===== config.mk =====
export PLATFORM = sky130hd
export DESIGN_NAME = m_fetch_queue
export DESIGN_NICKNAME = d
export VERILOG_FILES = /design/src/rtl/m_fetch_queue.sv
export SDC_FILE = /design/constraint.sdc
export NUM_CORES = 1
export LEC_CHECK = 0
export CAP_MARGIN = 20
export CORE_MARGIN = 10
export CORE_UTILIZATION = 50
export CTS_BUF_LIST = sky130_fd_sc_hd__clkbuf_8
export CTS_CLUSTER_SIZE = 30
export DETAILED_ROUTE_END_ITERATION = 8
export DONT_BUFFER_PORTS = 1
export GPL_TIMING_DRIVEN = 0
export SETUP_SLACK_MARGIN = 0.05
export SLEW_MARGIN = 30
export SYNTH_ARGS = -nofsm -noshare
export SYNTH_HDL_FRONTEND = slang
export SYNTH_SLANG_ARGS = --single-unit

===== constraint.sdc =====
create_clock -name w_clk -period 3.7 [get_ports w_clk]
set_input_delay 0.37 -clock w_clk [delete_from_list [all_inputs] [get_ports w_clk]]
set_output_delay 0.37 -clock w_clk [all_outputs]
set_load 0.1 [all_outputs]

===== src/rtl/m_fetch_queue.sv =====
// ----------------------------------------------------------------------------
// m_fetch_queue
//   Instruction fetch front end between the instruction memory (m_imem) and
//   the IF stage. This block does four things:
//     - owns the fetch PC;
//     - issues one memory read at a time over the re/oe handshake;
//     - buffers returned words, with their PCs, in a DEPTH-entry FIFO;
//     - flushes on a processor redirect (branch or jump).
//
// Parameters
//   DEPTH     FIFO entries (power of two, >= 2)
//   RESET_PC  fetch PC loaded on reset (bits [1:0] must be 0)
//
// Ports
//   w_clk          in   clock, all state changes on posedge
//   w_rst          in   synchronous active-high reset
//   w_redirect     in   discard queue, continue fetching at w_redirect_pc
//   w_redirect_pc  in   redirect target, bits [1:0] treated as 0
//   w_deq          in   consume head entry this cycle
//   w_valid        out  head entry valid (queue not empty)
//   w_inst         out  head instruction word
//   w_inst_pc      out  PC of head instruction
//   w_mem_addr     out  read address to m_imem (current fetch PC)
//   w_mem_re       out  read request, one-cycle pulse per request
//   w_mem_rdata    in   read data from m_imem
//   w_mem_oe       in   read data valid for the single outstanding request
// ----------------------------------------------------------------------------
module m_fetch_queue #(
    parameter int          DEPTH    = 4,
    parameter logic [31:0] RESET_PC = 32'h0000_0000
) (
    input  logic        w_clk,
    input  logic        w_rst,
    input  logic        w_redirect,
    input  logic [31:0] w_redirect_pc,
    input  logic        w_deq,
    output logic        w_valid,
    output logic [31:0] w_inst,
    output logic [31:0] w_inst_pc,
    output logic [31:0] w_mem_addr,
    output logic        w_mem_re,
    input  logic [31:0] w_mem_rdata,
    input  logic        w_mem_oe
);

    localparam int             AW       = $clog2(DEPTH);
    localparam logic [AW:0]    FULL_CNT = (AW+1)'(DEPTH);
    localparam logic [AW:0]    CNT_ONE  = 1;
    localparam logic [AW-1:0]  PTR_ONE  = 1;

    // WAIT: request outstanding, response is wanted.
    // DROP: request outstanding, response must be thrown away (redirected).
    typedef enum logic [1:0] {
        ST_IDLE = 2'd0,
        ST_WAIT = 2'd1,
        ST_DROP = 2'd2
    } state_e;

    state_e        st_q, st_d;
    logic [31:0]   fpc_q, fpc_d;
    logic [31:0]   reqpc_q, reqpc_d;
    logic [AW-1:0] rd_ptr_q, rd_ptr_d;
    logic [AW-1:0] wr_ptr_q, wr_ptr_d;
    logic [AW:0]   cnt_q, cnt_d;
    logic          push;
    logic          pop;

    logic [31:0]   fifo_inst [DEPTH];
    logic [31:0]   fifo_pc   [DEPTH];

    // NOTE: every signal driven here gets a default first, so no path leaves
    // a value unassigned and no latch is inferred.
    always_comb begin
        st_d     = st_q;
        fpc_d    = fpc_q;
        reqpc_d  = reqpc_q;
        rd_ptr_d = rd_ptr_q;
        wr_ptr_d = wr_ptr_q;
        cnt_d    = cnt_q;
        w_mem_re = 1'b0;
        push     = 1'b0;

        unique case (st_q)
            ST_IDLE: begin
                // Issuing only while a slot is free reserves room for the
                // response, so a push can never find the FIFO full.
                if (!w_rst && !w_redirect && (cnt_q < FULL_CNT)) begin
                    w_mem_re = 1'b1;
                    reqpc_d  = fpc_q;
                    st_d     = ST_WAIT;
                end
            end
            ST_WAIT: begin
                if (w_mem_oe) begin
                    push = !w_redirect;
                    st_d = ST_IDLE;
                end else if (w_redirect) begin
                    st_d = ST_DROP;
                end
            end
            ST_DROP: begin
                if (w_mem_oe) begin
                    st_d = ST_IDLE;
                end
            end
            default: st_d = ST_IDLE;
        endcase

        pop = w_deq && (cnt_q != '0) && !w_redirect;

        if (push) begin
            fpc_d    = fpc_q + 32'd4;
            wr_ptr_d = wr_ptr_q + PTR_ONE;
        end
        if (pop) begin
            rd_ptr_d = rd_ptr_q + PTR_ONE;
        end
        if (push && !pop) begin
            cnt_d = cnt_q + CNT_ONE;
        end else if (pop && !push) begin
            cnt_d = cnt_q - CNT_ONE;
        end

        // Redirect overrides push and pop: the queue restarts empty.
        if (w_redirect) begin
            fpc_d    = w_redirect_pc & 32'hFFFF_FFFC;
            cnt_d    = '0;
            rd_ptr_d = '0;
            wr_ptr_d = '0;
        end
    end

    // NOTE: sequential state uses non-blocking assignments so every register
    // samples the pre-edge values regardless of statement order.
    always_ff @(posedge w_clk) begin
        if (w_rst) begin
            st_q     <= ST_IDLE;
            fpc_q    <= RESET_PC;
            reqpc_q  <= '0;
            rd_ptr_q <= '0;
            wr_ptr_q <= '0;
            cnt_q    <= '0;
        end else begin
            st_q     <= st_d;
            fpc_q    <= fpc_d;
            reqpc_q  <= reqpc_d;
            rd_ptr_q <= rd_ptr_d;
            wr_ptr_q <= wr_ptr_d;
            cnt_q    <= cnt_d;
        end
    end

    // NOTE: FIFO storage is not reset; an entry is only read once the count
    // says it was written, so its power-up contents never matter.
    always_ff @(posedge w_clk) begin
        if (push) begin
            fifo_inst[wr_ptr_q] <= w_mem_rdata;
            fifo_pc[wr_ptr_q]   <= reqpc_q;
        end
    end

    assign w_valid    = (cnt_q != '0);
    assign w_inst     = fifo_inst[rd_ptr_q];
    assign w_inst_pc  = fifo_pc[rd_ptr_q];
    assign w_mem_addr = fpc_q;

endmodule


==> results.toml, run 1 <==
[drt]
dr_total_vias = 6501
vias_per_cell = 5.422
first_pass_iters = 4
wirelength_um = 26180
drtIter0Drc = 322
remaining_drc_errors = 0
ant_nets = 0
wl_per_cell_um = 21.84

[setup_path]
start_kind = "flop"
critPathKind = "flop to output pin"
endpoint_kind = "output pin"
cp.arrival_ns = 2.70
cp_slowest_stage_delay_ns = 0.85
cp_num_buf_inv = 2
path_max_fanout = 10
critPathRequiredTime_ns = 3.33
cp_cell_sequence = "clkbuf_1, buf_2, mux4_2"
critPathSlowestCell = "mux4_2"
crit_family = "buffers and inverters"

[power_and_ir_drop]
comb_power_share_pct = 4.6
p_leak_nw = 4.886
switching_power_w = 0.001731
powerDensity_nw_per_um2 = 500.9
irDropWorstVdd_v = 0.0002660
finalPower_w = 0.007074
power.internal_w = 0.005343
seqPwrFrac_pct = 58.1
switching_share_pct = 24.47
pwr-share-clk_pct = 37.3

[status]
status = "finished clean"

[floorplanning]
die_area_um2 = 31020
initial_core_util_pct = 50.41
io_pins = 167
die_w_um = 176.1
rows = 57
core-area_um2 = 24180
die_y_um = 176.1

[timing]
rsz0062_at_grt = "no"
hold_viol_final = 0
min_period_over_period_pct = 82.84
holdWs_ns = 0.03371
relSlewSlack_pct = 30.86
fin_skew_ns = 0.02553
fmax_mhz = 326.2
worst_slew_pin_slew_ns = 1.037
slew_viol_final = 0
final-setup-viol-count = 0
period_minus_slack_ns = 3.065

[final_layout]
multi_input_area_um2 = 3064
syn_to_final_growth_pct = 15.88
num-nets-final = 910
seq_area_um2 = 8906
drive_gt1_share_pct = 20.91
fin_area_um2 = 14120
n_fill_cell = 1815
n_antenna_cell = 0

[logic_synthesis]
synth-seq-area-share_pct = 72.76
synth-main-ff-cell = "edfxtp_1"
synth_top_area_cell = "edfxtp_1"
synth_top_area_share_pct = 61.10
synthArstFlopShare_pct = 0
netlist_top_cells_count = "edfxtp_1 (248), nand2_1 (77), dfxtp_1 (71)"
syn_area_um2 = 12190
syn_inst = 726
synth_most_common_cell = "edfxtp_1"
avgSynthCellArea_um2 = 16.79
synth_area_leaders = "edfxtp_1 (61%), dfxtp_1 (12%), mux4_2 (11%)"
synth_cell_types = 43
synth-seq-cells = 319
synth-edff-count = 248
yosys_warnings = 0

[clock_tree]
clk_pin_slew_worst_paths_ns = 0.06
hold_buffers = 47
htree_levels = 2
clockRootBuffer = "clkbuf_8"
cts_num_sinks = 319
cts_buffers = 52
clock_path_buffers = 3
postCtsSetupBuffers = 0
cts_tree = "built"
clkLatencyLatePin_ns = 0.57
cts_resized = 0

[global_route]
grt_max_degree = 36
grt_pass1_wl_um = 40300
grt_overflow_total = 0
grtUsageTotal_pct = 16.80
grt_pass1_vias = 6928
grt_antenna_before_repair = 0

[min_path]
hp-class = "input pin to flop"

[job]
maxCapViolCount = 0

[place]
dpl_cell_area_um2 = 12740
hpwl_um = 17550
gp_congestion = 0.8477
portBuffers = 0
## cell type report
type / count / area share [%]
inverter: 26 / 0.6910
tap: 324 / 2.870
clock buffer: 54 / 5.262
clock inverter: 41 / 1.187
buffer: 41 / 1.338
sequential: 319 / 63.06
timing repair buffer: 51 / 3.898
multi-input combinational: 343 / 21.70
## metrics by stage
step | TNS [ns] | util [%] | setup WS [ns] | cells
detailed placement | 0 | 52.70 | 0.7377 | 1057
global route | 0 | 58.42 | 0.4264 | 1199
CTS | 0 | 58.42 | 0.5052 | 1199
floorplan | 0 | - | 0.8882 | 729
finish | 0 | 58.42 | 0.6348 | 1199
global placement | -114.15 | 52.13 | -0.4735 | 1053
## flip-flops by register name, indices dropped and copies added (netlist names), named ones only
signal	flops
wr_ptr_q	2
rd_ptr_q	2
reqpc_q	30
cnt_q	3
fifo_pc	120
st_q	2
w_mem_addr	30
fifo_inst	128
## cell usage in the layout, fill, tap and decap left out, types with 8 or more instances in the layout
| cell | netlist | final |
|---|---|---|
| a21oi_1 | 52 | 52 |
| nand4_1 | 10 | 10 |
| inv_1 | 24 | 49 |
| xor2_1 | 12 | 12 |
| dlygate4sd3_1 | 0 | 47 |
| nand3_1 | 8 | 8 |
| nand2_1 | 77 | 77 |
| clkbuf_8 | 0 | 54 |
| dfxtp_1 | 71 | 41 |
| nor2_1 | 21 | 21 |
| dfxtp_2 | 0 | 30 |
| clkbuf_1 | 24 | 24 |
| o21a_1 | 16 | 16 |
| clkinv_1 | 1 | 10 |
| xnor2_1 | 19 | 19 |
| edfxtp_1 | 248 | 248 |
| mux4_2 | 62 | 62 |
## cells by family after synthesis
group / Yosys count / share of synthesized area (%)
flops: 319 / 72.76
simple gates: 155 / 6.242
compound gates: 78 / 3.645
mux: 68 / 11.96
buf+inv: 67 / 2.351
xor+xnor: 31 / 2.228
fa+ha+maj: 7 / 0.7802
other cells: 1 / 0.03077
## worst register-to-register path: cells and delay by family, from the launching register on
kind                     cells  cell delay [ns]
AO/OA/AOI/OAI                1             0.14
buffers and inverters        2             0.15
adder cells (fa/ha/maj)      2             0.56
XOR/XNOR                     1             0.16
flip-flops                   1             0.34
AND/OR/NAND/NOR              3             1.56
## power by group through the flow
stage	logic [W]	registers, W	clock network [W]
finish	0.000324	0.00411	0.00264
global route	0.000350	0.00412	0.00288
CTS	0.000327	0.00411	0.00271
detailed placement	0.000270	0.00419	0
global placement	0.000262	0.00418	0
floorplan	0.000229	0.00416	0
## layer usage
metal | part of all wire (%) | GRT usage (%)
met4 | 1.9 | 4.910
met2 | 50 | 28.20
met1 | 40 | 20.31
met3 | 7.6 | 5.575
met5 | 0 | 0
## final timing paths
path                     startpoint  slack, ns             end  cells past startpoint
hold reg to reg         reqpc_q[24]       0.50     reqpc_q[24]                      2
setup reg to reg           cnt_q[2]       0.72        cnt_q[2]                      9
hold / removal    w_redirect_pc[12]       0.03  w_mem_addr[12]                      3
setup / recovery               flop       0.63    w_inst_pc[5]                      3
(Power assumes the default switching activity.)
==> inputs of run 2 (changes only) <==
PLACE_DENSITY = 0.68   (was default)
clock period = 2.8 ns   (was 3.7 ns; I/O delays follow)
==> run 2 against run 1 <==
  * Clock power grew 36%
  * Register-to-register slack got worse by 0.54 ns
  * Via count rose by 3.2%
  * Power grew 34%
  * Worst hold slack better by 0.018 ns
  * Setup slack got worse by 0.46 ns
  * Clock skew decreased by 0.0022 ns
  * Core utilization rose by 0.70 points
  * Sequential share of layout area decreased by 0.74 points
  * Critical path depth rose by 6
  * Critical endpoint is now cnt_q[2]
==> results.toml, run 2 (same netlist as run 1, synthesis figures left out) <==
[status]
status = "finished clean"

[drt]
first_pass_iters = 4
drtIter0Drc = 415
ant_nets = 0
wl_per_cell_um = 22.78
dr_total_vias = 6708
remaining_drc_errors = 0
wirelength_um = 27420
vias_per_cell = 5.571

[job]
maxCapViolCount = 0

[clock_tree]
clockRootBuffer = "clkbuf_8"
postCtsSetupBuffers = 0
cts_num_sinks = 319
htree_levels = 2
cts_tree = "built"
cts_buffers = 50
clkLatencyLatePin_ns = 0.57
clock_path_buffers = 3
clk_pin_slew_worst_paths_ns = 0.06

[setup_path]
worst-r2r-setup-slack_ns = 0.18
cp_num_buf_inv = 2
cp_num_cells = 9
worstReg2RegStart = "cnt_q[2]"
critPathKind = "flop to flop"
crit_family = "simple AND/OR/NAND/NOR gates"
critPathRequiredTime_ns = 3.28
critPathSlowestCell = "or3_4"
endpoint_kind = "flop"
ff2ff_path_depth = 9
cp.arrival_ns = 3.10
path_max_fanout = 5
start_kind = "flop"
r2r-end = "cnt_q[2]"
cp_cell_sequence = "or3_4, and3_1, inv_1, ha_1, inv_1, fa_1, xor2_1, or3_1, a21oi_1"
critPathMostFrequentCell = "inv_1"
cp_slowest_stage_delay_ns = 0.56

[power_and_ir_drop]
finalPower_w = 0.009475
powerDensity_nw_per_um2 = 662.9
p_leak_nw = 4.937
irDropWorstVdd_v = 0.0004803

[timing]
finalSetupTns_ns = 0
rsz0062_at_grt = "no"
worst_slew_pin_slew_ns = 0.7640
period_minus_slack_ns = 2.622
relSlewSlack_pct = 48.88
fmax_mhz = 381.4
fin_skew_ns = 0.02332
hold_viol_final = 0
slew_viol_final = 0
final-setup-viol-count = 0
min_period_over_period_pct = 93.64

[final_layout]
regMostFlops = "fifo_inst"
largestRegisters = "fifo_inst: 128 flops, fifo_pc: 120 flops"
layout_commonest_cell = "edfxtp_1"
num-nets-final = 921
mostFrequentLayoutCells = "edfxtp_1 (248), nand2_1 (77), mux4_2 (62), dlygate4sd3_1 (62), clkbuf_8 (55)"
drive_gt1_share_pct = 22.32
syn_to_final_growth_pct = 17.27
fin_area_um2 = 14290
largest_register_ffs = 128
final_cells = 1204

[place]
dp.cells = 1057
portBuffers = 0
dpl_cell_area_um2 = 12740
gp_congestion = 0.8115
hpwl_um = 18230

[min_path]
hp-class = "input pin to flop"
holdPathEnd = "w_mem_addr[23]"
min_from = "w_redirect_pc[23]"
whs_path_depth = 3

[floorplanning]
core-area_um2 = 24180
die_y_um = 176.1
initial_core_util_pct = 50.41
rows = 57
die_w_um = 176.1
io_pins = 167
die_area_um2 = 31020

[global_route]
grt_pass1_wl_um = 41970
grt_overflow_total = 0
grt_pass1_vias = 7194
grt_antenna_before_repair = 2
grt_max_degree = 37
grtUsageTotal_pct = 17.48
## run 2: cell count changes in the layout (fill, tap and decap cells not counted), moves of 2 or more
cell / previous run / this run
clkinv_2: 5 / 9
dlygate4sd3_1: 47 / 62
clkinv_1: 10 / 6
clkbuf_1: 24 / 17
diode_2: 0 / 2
clkbuf_2: 0 / 6
buf_2: 7 / 4
buf_4: 7 / 9
inv_1: 49 / 38
## run 2: layout make-up
class	count	area, um2
fillers	1766	9884
repair buffers	66	700.7
inverters	26	97.59
well taps	324	405.4
diodes	2	5.005
flip-flops and latches	319	8907
plain buffers	39	196.4
clock inverters	30	153.9
clock buffers	55	757.0
multi-input cells	343	3069
## run 2: layer usage
metal	GRT usage (%)	vias to the layer above	wire length, um
met5	0	-	0
met2	28.74	245	13750
met4	5.334	0	514
li1	-	2991	-
met1	21.27	3427	10830
met3	6.279	45	2327
## run 2: report_power, final
part | total (W) | internal (W) | switching (W)
combinational | 0.000455 | 0.000149 | 0.000306
clock | 0.00358 | 0.00188 | 0.00170
sequential | 0.00544 | 0.00515 | 0.000289
total | 0.00947 | 0.00718 | 0.00229
## run 2: worst max path at each step
stage	start	end	slack, ns
2_1_floorplan	cnt_q[0]	cnt_q[2]	0.06
5_1_grt	flop	w_inst[15]	0.06
3_3_place_gp	w_mem_addr[6]	w_mem_addr[26]	-0.14
6_report	cnt_q[2]	cnt_q[2]	0.18
3_5_place_dp	cnt_q[2]	cnt_q[2]	-0.17
4_1_cts	flop	w_inst_pc[30]	0.13
## run 2: stage by stage
stage / setup slack, ns / hold WS (ns) / util (%)
6_report: 0.1781 / 0.05179 / 59.12
5_1_grt: 0.06425 / 0.02053 / 59.12
4_1_cts: 0.1267 / 0.02267 / 59.09
3_5_place_dp: -0.1721 / 0.3656 / 52.70
3_3_place_gp: -0.1442 / 0.3585 / 52.16
2_1_floorplan: 0.05532 / 0.3566 / -
## run 2: what timing repair did
item	4_1_cts	5_1_grt
pin swaps	0	0
hold buffers	62	0
hold endpoints to repair	159	0
setup endpoints to repair	61	1
resized for setup	11	1
## run 2: worst reg2reg max path, cell delays in order (launching register included)
cell	delay, ns
dfxtp_1	0.34
or3_4	0.56
and3_1	0.29
inv_1	0.07
ha_1	0.19
inv_1	0.07
fa_1	0.37
xor2_1	0.15
or3_1	0.32
a21oi_1	0.18
==> inputs of run 3 (changes only) <==
CAP_MARGIN = default   (was 20)
==> results of run 3 <==
No change in the layout: final DEF, timing and power equal those of run 2.
